### config.mk
export PLATFORM = sky130hd
export DESIGN_NAME = memory_request_arbiter
export DESIGN_NICKNAME = d
export VERILOG_FILES = /design/src/rtl/memory_request_arbiter_pkg.sv /design/src/rtl/mem_arb_round_robin.sv /design/src/rtl/memory_request_arbiter.sv
export SDC_FILE = /design/constraint.sdc
export NUM_CORES = 1
export LEC_CHECK = 0
export CAP_MARGIN = 20
export CORE_AREA = 2 2 156 158
export DETAILED_ROUTE_END_ITERATION = 12
export DIE_AREA = 0 0 158 160
export DONT_BUFFER_PORTS = 1
export GPL_TIMING_DRIVEN = 0
export PLACE_DENSITY_LB_ADDON = 0.2
export SYNTH_ARGS = -nofsm -noshare
export SYNTH_HDL_FRONTEND = slang
export SYNTH_SLANG_ARGS = --single-unit
### constraint.sdc
create_clock -name clk -period 3.95 [get_ports clk]
set_input_delay 0.79 -clock clk [delete_from_list [all_inputs] [get_ports clk]]
set_output_delay 0.79 -clock clk [all_outputs]
set_load 0.005 [all_outputs]
### src/rtl/memory_request_arbiter_pkg.sv
// Shared types and defaults for the memory request arbiter and its picker.
// Latency: none (types, constants and a pure helper function only).
// Backpressure: not applicable.
package memory_request_arbiter_pkg;

   localparam int PHY_ADDR_WIDTH             = 32;
   localparam int MEMORY_ENTRY_BIT_NUM       = 64;
   localparam int MEM_ACCESS_SERIAL_BIT_SIZE = 3;

   localparam int MEM_ARB_MAX_OUTSTANDING = 8;
   localparam int MEM_ARB_STARVE_LIMIT    = 16;

   // Requester indices double as round-robin slot numbers.
   typedef enum logic [1:0] {
      MEM_ARB_IC  = 2'd0,
      MEM_ARB_DCR = 2'd1,
      MEM_ARB_DCW = 2'd2
   } MemArbRequester;

   // Owner of an outstanding read (writes never occupy the table).
   typedef enum logic {
      MEM_ARB_OWNER_IC = 1'b0,
      MEM_ARB_OWNER_DC = 1'b1
   } mem_arb_owner_t;

   typedef struct packed {
      logic           valid;
      mem_arb_owner_t owner;
   } mem_arb_owner_entry_t;

   // (base + step) mod 3 over the three requester slots.
   function automatic logic [1:0] mem_arb_rotate(input logic [1:0] base, input logic [1:0] step);
      logic [2:0] sum;
      sum = {1'b0, base} + {1'b0, step};
      if (sum >= 3'd3) begin
         sum = sum - 3'd3;
      end
      return sum[1:0];
   endfunction

endpackage

### src/rtl/mem_arb_round_robin.sv
// 3-way rotating-priority picker; an override slot, when valid, wins outright.
// Latency: grant is combinational from eligible; the pointer updates at the next edge.
// Backpressure: none; only eligible slots can be granted, pointer holds when nothing is granted.
module mem_arb_round_robin
   import memory_request_arbiter_pkg::*;
(
   input  logic       clk,
   input  logic       rst,
   input  logic [2:0] eligible,
   input  logic       override_vld,
   input  logic [1:0] override_idx,
   output logic       grant_vld,
   output logic [1:0] grant_idx
);

   logic [1:0] ptr_q;
   logic [1:0] ptr_d;
   logic [1:0] cand;

   // Pick the first eligible slot starting at the pointer, unless overridden.
   always_comb begin
      grant_vld = 1'b0;
      grant_idx = 2'd0;
      cand      = ptr_q;
      if (override_vld) begin
         grant_vld = 1'b1;
         grant_idx = override_idx;
      end else begin
         // Walk from the farthest slot back so the nearest eligible one is kept.
         for (int k = 2; k >= 0; k--) begin
            cand = mem_arb_rotate(ptr_q, 2'(k));
            if (eligible[cand]) begin
               grant_vld = 1'b1;
               grant_idx = cand;
            end
         end
      end
   end

   // Pointer moves just past the winner; holds when nobody is granted.
   always_comb begin
      ptr_d = ptr_q;
      if (grant_vld) begin
         ptr_d = mem_arb_rotate(grant_idx, 2'd1);
      end
   end

   // Pointer register.
   always_ff @(posedge clk) begin
      if (rst) begin
         ptr_q <= 2'd0;
      end else begin
         ptr_q <= ptr_d;
      end
   end

endmodule

### src/rtl/memory_request_arbiter.sv
// Arbitrates ICache fill, DCache fill and DCache writeback onto one memory port and routes read returns by serial.
// Latency: ack is combinational in the accept cycle; the memory port shows the request one cycle later.
// Backpressure: reads stall on memAccessReadBusy or a full owner table, writes on memAccessWriteBusy.
// Optional: RSD_MEM_ARB_STARVATION_GUARD_EN adds per-requester starvation counters that override round-robin.
module memory_request_arbiter
   import memory_request_arbiter_pkg::*;
#(
   parameter int MAX_OUTSTANDING = MEM_ARB_MAX_OUTSTANDING,
   parameter int STARVE_LIMIT    = MEM_ARB_STARVE_LIMIT
)(
   input  logic                                  clk,
   input  logic                                  rst,
   input  logic                                  icReq,
   input  logic [PHY_ADDR_WIDTH-1:0]             icAddr,
   output logic                                  icAck,
   input  logic                                  dcReadReq,
   input  logic [PHY_ADDR_WIDTH-1:0]             dcReadAddr,
   output logic                                  dcReadAck,
   input  logic                                  dcWriteReq,
   input  logic [PHY_ADDR_WIDTH-1:0]             dcWriteAddr,
   input  logic [MEMORY_ENTRY_BIT_NUM-1:0]       dcWriteData,
   output logic                                  dcWriteAck,
   output logic                                  memAccessRE,
   output logic                                  memAccessWE,
   output logic [PHY_ADDR_WIDTH-1:0]             memAccessAddr,
   output logic [MEMORY_ENTRY_BIT_NUM-1:0]       memAccessWriteData,
   input  logic                                  memAccessReadBusy,
   input  logic                                  memAccessWriteBusy,
   input  logic [MEM_ACCESS_SERIAL_BIT_SIZE-1:0] nextMemReadSerial,
   input  logic                                  memReadDataReady,
   input  logic [MEM_ACCESS_SERIAL_BIT_SIZE-1:0] memReadSerial,
   input  logic [MEMORY_ENTRY_BIT_NUM-1:0]       memReadData,
   output logic                                  icRespValid,
   output logic                                  dcRespValid,
   output logic [MEMORY_ENTRY_BIT_NUM-1:0]       respData,
   output logic                                  unknownSerialError
);

   localparam int SERIALS = 1 << MEM_ACCESS_SERIAL_BIT_SIZE;
   localparam int CNT_W   = MEM_ACCESS_SERIAL_BIT_SIZE + 1;
   localparam logic [CNT_W-1:0] MAX_CNT = CNT_W'(MAX_OUTSTANDING);

   mem_arb_owner_entry_t owner_q [SERIALS];
   mem_arb_owner_entry_t owner_d [SERIALS];
   logic [CNT_W-1:0]     count_q, count_d;
   logic                 err_q, err_d;
   logic                 re_q, re_d, we_q, we_d;
   logic [PHY_ADDR_WIDTH-1:0]       addr_q, addr_d;
   logic [MEMORY_ENTRY_BIT_NUM-1:0] wdata_q, wdata_d;

   logic       read_ok;
   logic       write_ok;
   logic [2:0] eligible;
   logic       override_vld;
   logic [1:0] override_idx;
   logic       grant_vld;
   logic [1:0] grant_idx;
   logic       accept_rd;
   logic       accept_wr;
   mem_arb_owner_entry_t ret_entry;
   logic       ret_hit;
   logic       ret_miss;

   // Eligibility uses the count before any same-cycle return; nothing is eligible in reset.
   always_comb begin
      read_ok  = !memAccessReadBusy && (count_q < MAX_CNT);
      write_ok = !memAccessWriteBusy;
      eligible = 3'b000;
      if (!rst) begin
         eligible = {dcWriteReq && write_ok, dcReadReq && read_ok, icReq && read_ok};
      end
   end

`ifdef RSD_MEM_ARB_STARVATION_GUARD_EN
   localparam int SW = $clog2(STARVE_LIMIT + 1);
   localparam logic [SW-1:0] STARVE_MAX = SW'(STARVE_LIMIT);

   logic [SW-1:0] starve_q [3];
   logic [SW-1:0] starve_d [3];
   logic [2:0]    reqs;
   logic [2:0]    acks;

   assign reqs = {dcWriteReq, dcReadReq, icReq};
   assign acks = {dcWriteAck, dcReadAck, icAck};

   // A starved eligible requester wins; lowest index among several.
   always_comb begin
      override_vld = 1'b0;
      override_idx = 2'd0;
      for (int i = 2; i >= 0; i--) begin
         if (eligible[i] && (starve_q[i] >= STARVE_MAX)) begin
            override_vld = 1'b1;
            override_idx = 2'(i);
         end
      end
   end

   // Count waiting cycles (saturating at the limit), clear on ack.
   always_comb begin
      for (int i = 0; i < 3; i++) begin
         starve_d[i] = starve_q[i];
         if (acks[i]) begin
            starve_d[i] = '0;
         end else if (reqs[i] && (starve_q[i] < STARVE_MAX)) begin
            starve_d[i] = starve_q[i] + SW'(1);
         end
      end
   end

   // Starvation counter registers.
   always_ff @(posedge clk) begin
      if (rst) begin
         for (int i = 0; i < 3; i++) begin
            starve_q[i] <= '0;
         end
      end else begin
         starve_q <= starve_d;
      end
   end
`else
   assign override_vld = 1'b0;
   assign override_idx = 2'd0;
`endif

   mem_arb_round_robin u_rr (
      .clk          (clk),
      .rst          (rst),
      .eligible     (eligible),
      .override_vld (override_vld),
      .override_idx (override_idx),
      .grant_vld    (grant_vld),
      .grant_idx    (grant_idx)
   );

   assign icAck      = grant_vld && (grant_idx == MEM_ARB_IC);
   assign dcReadAck  = grant_vld && (grant_idx == MEM_ARB_DCR);
   assign dcWriteAck = grant_vld && (grant_idx == MEM_ARB_DCW);
   assign accept_rd  = icAck || dcReadAck;
   assign accept_wr  = dcWriteAck;

   // Route a read return to its owner in the same cycle; unknown serials only flag an error.
   always_comb begin
      ret_entry   = owner_q[memReadSerial];
      ret_hit     = !rst && memReadDataReady && ret_entry.valid;
      ret_miss    = !rst && memReadDataReady && !ret_entry.valid;
      icRespValid = ret_hit && (ret_entry.owner == MEM_ARB_OWNER_IC);
      dcRespValid = ret_hit && (ret_entry.owner == MEM_ARB_OWNER_DC);
      respData    = ret_hit ? memReadData : '0;
   end

   // Owner table, outstanding count and sticky error; a return frees its slot before a same-cycle accept reuses it.
   always_comb begin
      owner_d = owner_q;
      count_d = count_q;
      err_d   = err_q;
      if (ret_hit) begin
         owner_d[memReadSerial] = '0;
      end
      if (accept_rd) begin
         if (owner_q[nextMemReadSerial].valid &&
             !(ret_hit && (memReadSerial == nextMemReadSerial))) begin
            err_d = 1'b1;
         end
         owner_d[nextMemReadSerial] = '{valid: 1'b1,
                                        owner: (icAck ? MEM_ARB_OWNER_IC : MEM_ARB_OWNER_DC)};
      end
      if (ret_miss) begin
         err_d = 1'b1;
      end
      case ({accept_rd, ret_hit})
         2'b10:   count_d = count_q + CNT_W'(1);
         2'b01:   count_d = count_q - CNT_W'(1);
         default: count_d = count_q;
      endcase
   end

   // Memory port contents for the cycle after acceptance; zero when idle.
   always_comb begin
      re_d    = accept_rd;
      we_d    = accept_wr;
      addr_d  = '0;
      wdata_d = '0;
      if (icAck) begin
         addr_d = icAddr;
      end else if (dcReadAck) begin
         addr_d = dcReadAddr;
      end else if (dcWriteAck) begin
         addr_d  = dcWriteAddr;
         wdata_d = dcWriteData;
      end
   end

   // State and memory-port registers.
   always_ff @(posedge clk) begin
      if (rst) begin
         for (int i = 0; i < SERIALS; i++) begin
            owner_q[i] <= '0;
         end
         count_q <= '0;
         err_q   <= 1'b0;
         re_q    <= 1'b0;
         we_q    <= 1'b0;
         addr_q  <= '0;
         wdata_q <= '0;
      end else begin
         owner_q <= owner_d;
         count_q <= count_d;
         err_q   <= err_d;
         re_q    <= re_d;
         we_q    <= we_d;
         addr_q  <= addr_d;
         wdata_q <= wdata_d;
      end
   end

   assign memAccessRE        = re_q;
   assign memAccessWE        = we_q;
   assign memAccessAddr      = addr_q;
   assign memAccessWriteData = wdata_q;
   assign unknownSerialError = err_q;

endmodule

==> reports/qor.csv <==
metric,value,unit
critPathCaptureType,flop,
p_leak,2.578,nW
drive_above_1_share,0.1317,
dp_hpwl,16.27,mm
clockRootBuffer,clkbuf_16,
synth_cell_types,55,
crit_type,input pin to flop,
worstSetupStartpointType,input pin,
r2r_end,count_q[3]$_SDFFE_PP0P_,
required,4.22,ns
die_x,158,um
worstPathCellList,buf_2 -> or4b_4 -> maj3_1 -> o21ai_2 -> inv_1 -> ha_1 -> o21ai_2 -> o21ai_4 -> inv_2 -> buf_6 -> buf_4 -> ha_1 -> mux2_2 -> a211oi_2 -> o21a_1 -> nor3_2,
port_buffers,0,
postRouteAntennaNets,0,
io_pins,406,
arrival,4.01,ns
switchingPower,816.4,uW
cts_tree,yes,
numCtsBuffers,17,
finalPower,3.071,mW
syn_inst,562,
ys_ff_latch,121,
rrSetupSlack,0.35,ns
synth_edf_count,0,
core_area,23820,um^2
totalWireLength,19.83,mm
mostFrequentLayoutCells,"dfxtp_1, nor2_1, and2_1",
setup_viol,0,
worst_pin_slew,0.6337,ns
grt-ovfl-total,0,
timing.hold.ws,0.4846,ns
die_y,160,um
placed_cell_area,5542,um^2
fin_nets,831,
seq_area_frac_synth,0.4716,
rr_worst_depth,15,
layout_commonest_cell,dfxtp_1,
cp_num_buf_inv,5,
vias,4342,
synth.avg_cell_area,9.139,um^2
finClkSkew,0.01172,ns
start_util,0.2156,
comb_power_share,0.080,
cellPowerDensity,495.1,nW/um^2
seq_area,2422,um^2
clock_latency,0.42,ns
hold_depth,2,
fillers,2575,
h-tree-depth,4,
grt_pass1_vias,4269,
min_period,3.739,ns
swShare,0.2658,
outcome,finished clean,
r2r-start,count_q[3]$_SDFFE_PP0P_,
hold_violations,0,
antenna_found_initial,8,
multi_input_area,2481,um^2
clk_pin_slew,0.06,ns
area_delta_synth_final,20.78,%
num_rows,57,
finalMaxSlewViolations,0,
layout.cells.non_filler,933,
drc,0,
fin_area,6203,um^2
slowest_stage,or4b_4,
max_stage_delay,0.52,ns
drtPass1Iterations,4,
die_area,25280,um^2
vias_per_cell,4.654,
synth_nets,806,
grt_usage,0.1487,
clock.fmax,267.4,MHz
cp_max_fo,10,
ir_drop,0.2677,mV
synth-main-ff-cell,dfxtp_1,
ctsHoldBuffers,0,
grt_max_degree,17,
gp_congestion,0.7551,
synthArstFlopShare,0,
max-slew-margin-rel,0.5775,
drt_first_iter_violations,241,
cts_num_sinks,121,
ys.warnings.count,0,
p_int,2.255,mW
hold_path_class,flop to flop,
wl_per_cell,21.26,um
grt_pass1_wl,26.88,mm
rsz0062_at_grt,false,
worstHoldStart,owner_q[10]$_SDFF_PP0_,
worst_slack,0.2110,ns
place_inst,886,
dp_slack,-0.6524,ns
pwr-share-clk,0.496,
fin_crit_sh,0.9466,
ctsLongestPathBuffers,2,
cap_violations,0,
cpLargestDelayFamily,compound AO/OA/AOI/OAI gates,
p_seq_frac,0.424,
netlist_area,5136,um^2
worstHoldEndpoint,owner_q[10]$_SDFF_PP0_,
state kept, by name, indices dropped and copies added (netlist names):
register,flops
u_rr.ptr_q,2
memAccessAddr,32
memAccessRE,1
unknownSerialError,1
count_q,4
owner_q,16
memAccessWE,1
memAccessWriteData,64
timing repair:
item / CTS / global route
pin swaps: 0 / 3
endpoints found under the setup margin: 2 / 5
resized for setup: 5 / 5
buffers inserted: 0 / 6
tightest hold or removal path, delay by kind of cell (launching register included):
family | cells | cell delay, ns
flip-flops | 1 | 0.31
AND/OR/NAND/NOR | 1 | 0.07
AO/OA/AOI/OAI | 1 | 0.06
routing by layer:
metal	routed length [um]	vias up	track usage
li1	-	2019	-
met1	6457	2025	0.1274
met2	11370	274	0.3055
met3	1466	24	0.04342
met4	540	0	0.06511
met5	0	-	0
through the flow:
step,setup TNS (ns),utilization
2_1_floorplan,0,-
3_3_place_gp,-1.320,0.2326
3_5_place_dp,-1.477,0.2326
4_1_cts,0,0.2574
5_1_grt,0,0.2602
6_report,0,0.2604
kinds of logic after synthesis:
group,synth area share
simple gates,0.3011
flops,0.4716
compound gates,0.1189
buf+inv,0.04750
mux,0.03386
fa+ha+maj,0.01851
xor+xnor,0.008526
worst max path at each step:
stage | startpoint | to | slack [ns] | depth (start not counted)
floorplan | rst | count_q[2]$_SDFFE_PP0P_ | 0.0006 | 17
global placement | rst | count_q[2]$_SDFFE_PP0P_ | -0.60 | 17
detailed placement | rst | count_q[3]$_SDFFE_PP0P_ | -0.65 | 17
CTS | rst | count_q[3]$_SDFFE_PP0P_ | 0.05 | 17
finish | rst | count_q[3]$_SDFFE_PP0P_ | 0.21 | 16
global route | memReadSerial[1] | respData[5] | 0.01 | 7
power by group through the flow:
stage                     Combinational (mW)  Sequential [mW]  Clock, mW
final                                  0.245             1.30       1.52
after global routing                   0.274             1.31       1.64
after CTS                              0.240             1.30       1.58
after detailed placement               0.237             1.33          0
after global placement                 0.231             1.33          0
after floorplan                        0.176             1.32          0
final cells by class:
type                    instances  share of cell area
plain buffers                  49             0.03590
inverters                       7            0.004236
diodes                          9            0.003630
flip-flops and latches        121              0.3905
multi-input cells             385              0.4000
clock buffers                  17             0.06858
clock inverters                15             0.02461
repair buffers                  6            0.007261
well taps                     324             0.06535
cell usage after synthesis, types with 2 or more instances:
| cell | n | area share |
|---|---|---|
| inv_1 | 6 | 0.0044 |
| xnor2_1 | 4 | 0.0068 |
| a21oi_1 | 18 | 0.018 |
| and2_1 | 67 | 0.082 |
| ha_1 | 6 | 0.015 |
| nor2b_1 | 7 | 0.0085 |
| a21oi_2 | 2 | 0.0034 |
| a21boi_0 | 2 | 0.0029 |
| dfxtp_1 | 121 | 0.47 |
| mux2_2 | 2 | 0.0044 |
| nand3b_1 | 6 | 0.0088 |
| buf_1 | 3 | 0.0022 |
| buf_2 | 12 | 0.012 |
| buf_4 | 3 | 0.0044 |
| nand2_1 | 19 | 0.014 |
| nand2b_1 | 3 | 0.0037 |
| or3b_1 | 2 | 0.0034 |
| or3_1 | 2 | 0.0024 |
| nor3_1 | 4 | 0.0039 |
| or4b_4 | 2 | 0.0054 |
| nand4_1 | 2 | 0.0024 |
| mux2i_1 | 5 | 0.0097 |
| clkbuf_1 | 30 | 0.022 |
| and3_1 | 66 | 0.080 |
| o21a_1 | 4 | 0.0058 |
| a221oi_1 | 32 | 0.055 |
| nor3_2 | 2 | 0.0039 |
| o21ai_0 | 4 | 0.0039 |
| o22ai_1 | 2 | 0.0024 |
| nand4b_1 | 2 | 0.0034 |
| o211ai_1 | 2 | 0.0029 |
| maj3_1 | 2 | 0.0039 |
| nand3_1 | 12 | 0.012 |
| mux4_2 | 4 | 0.018 |
| nor2_1 | 82 | 0.060 |
(Power assumes the default switching activity.)
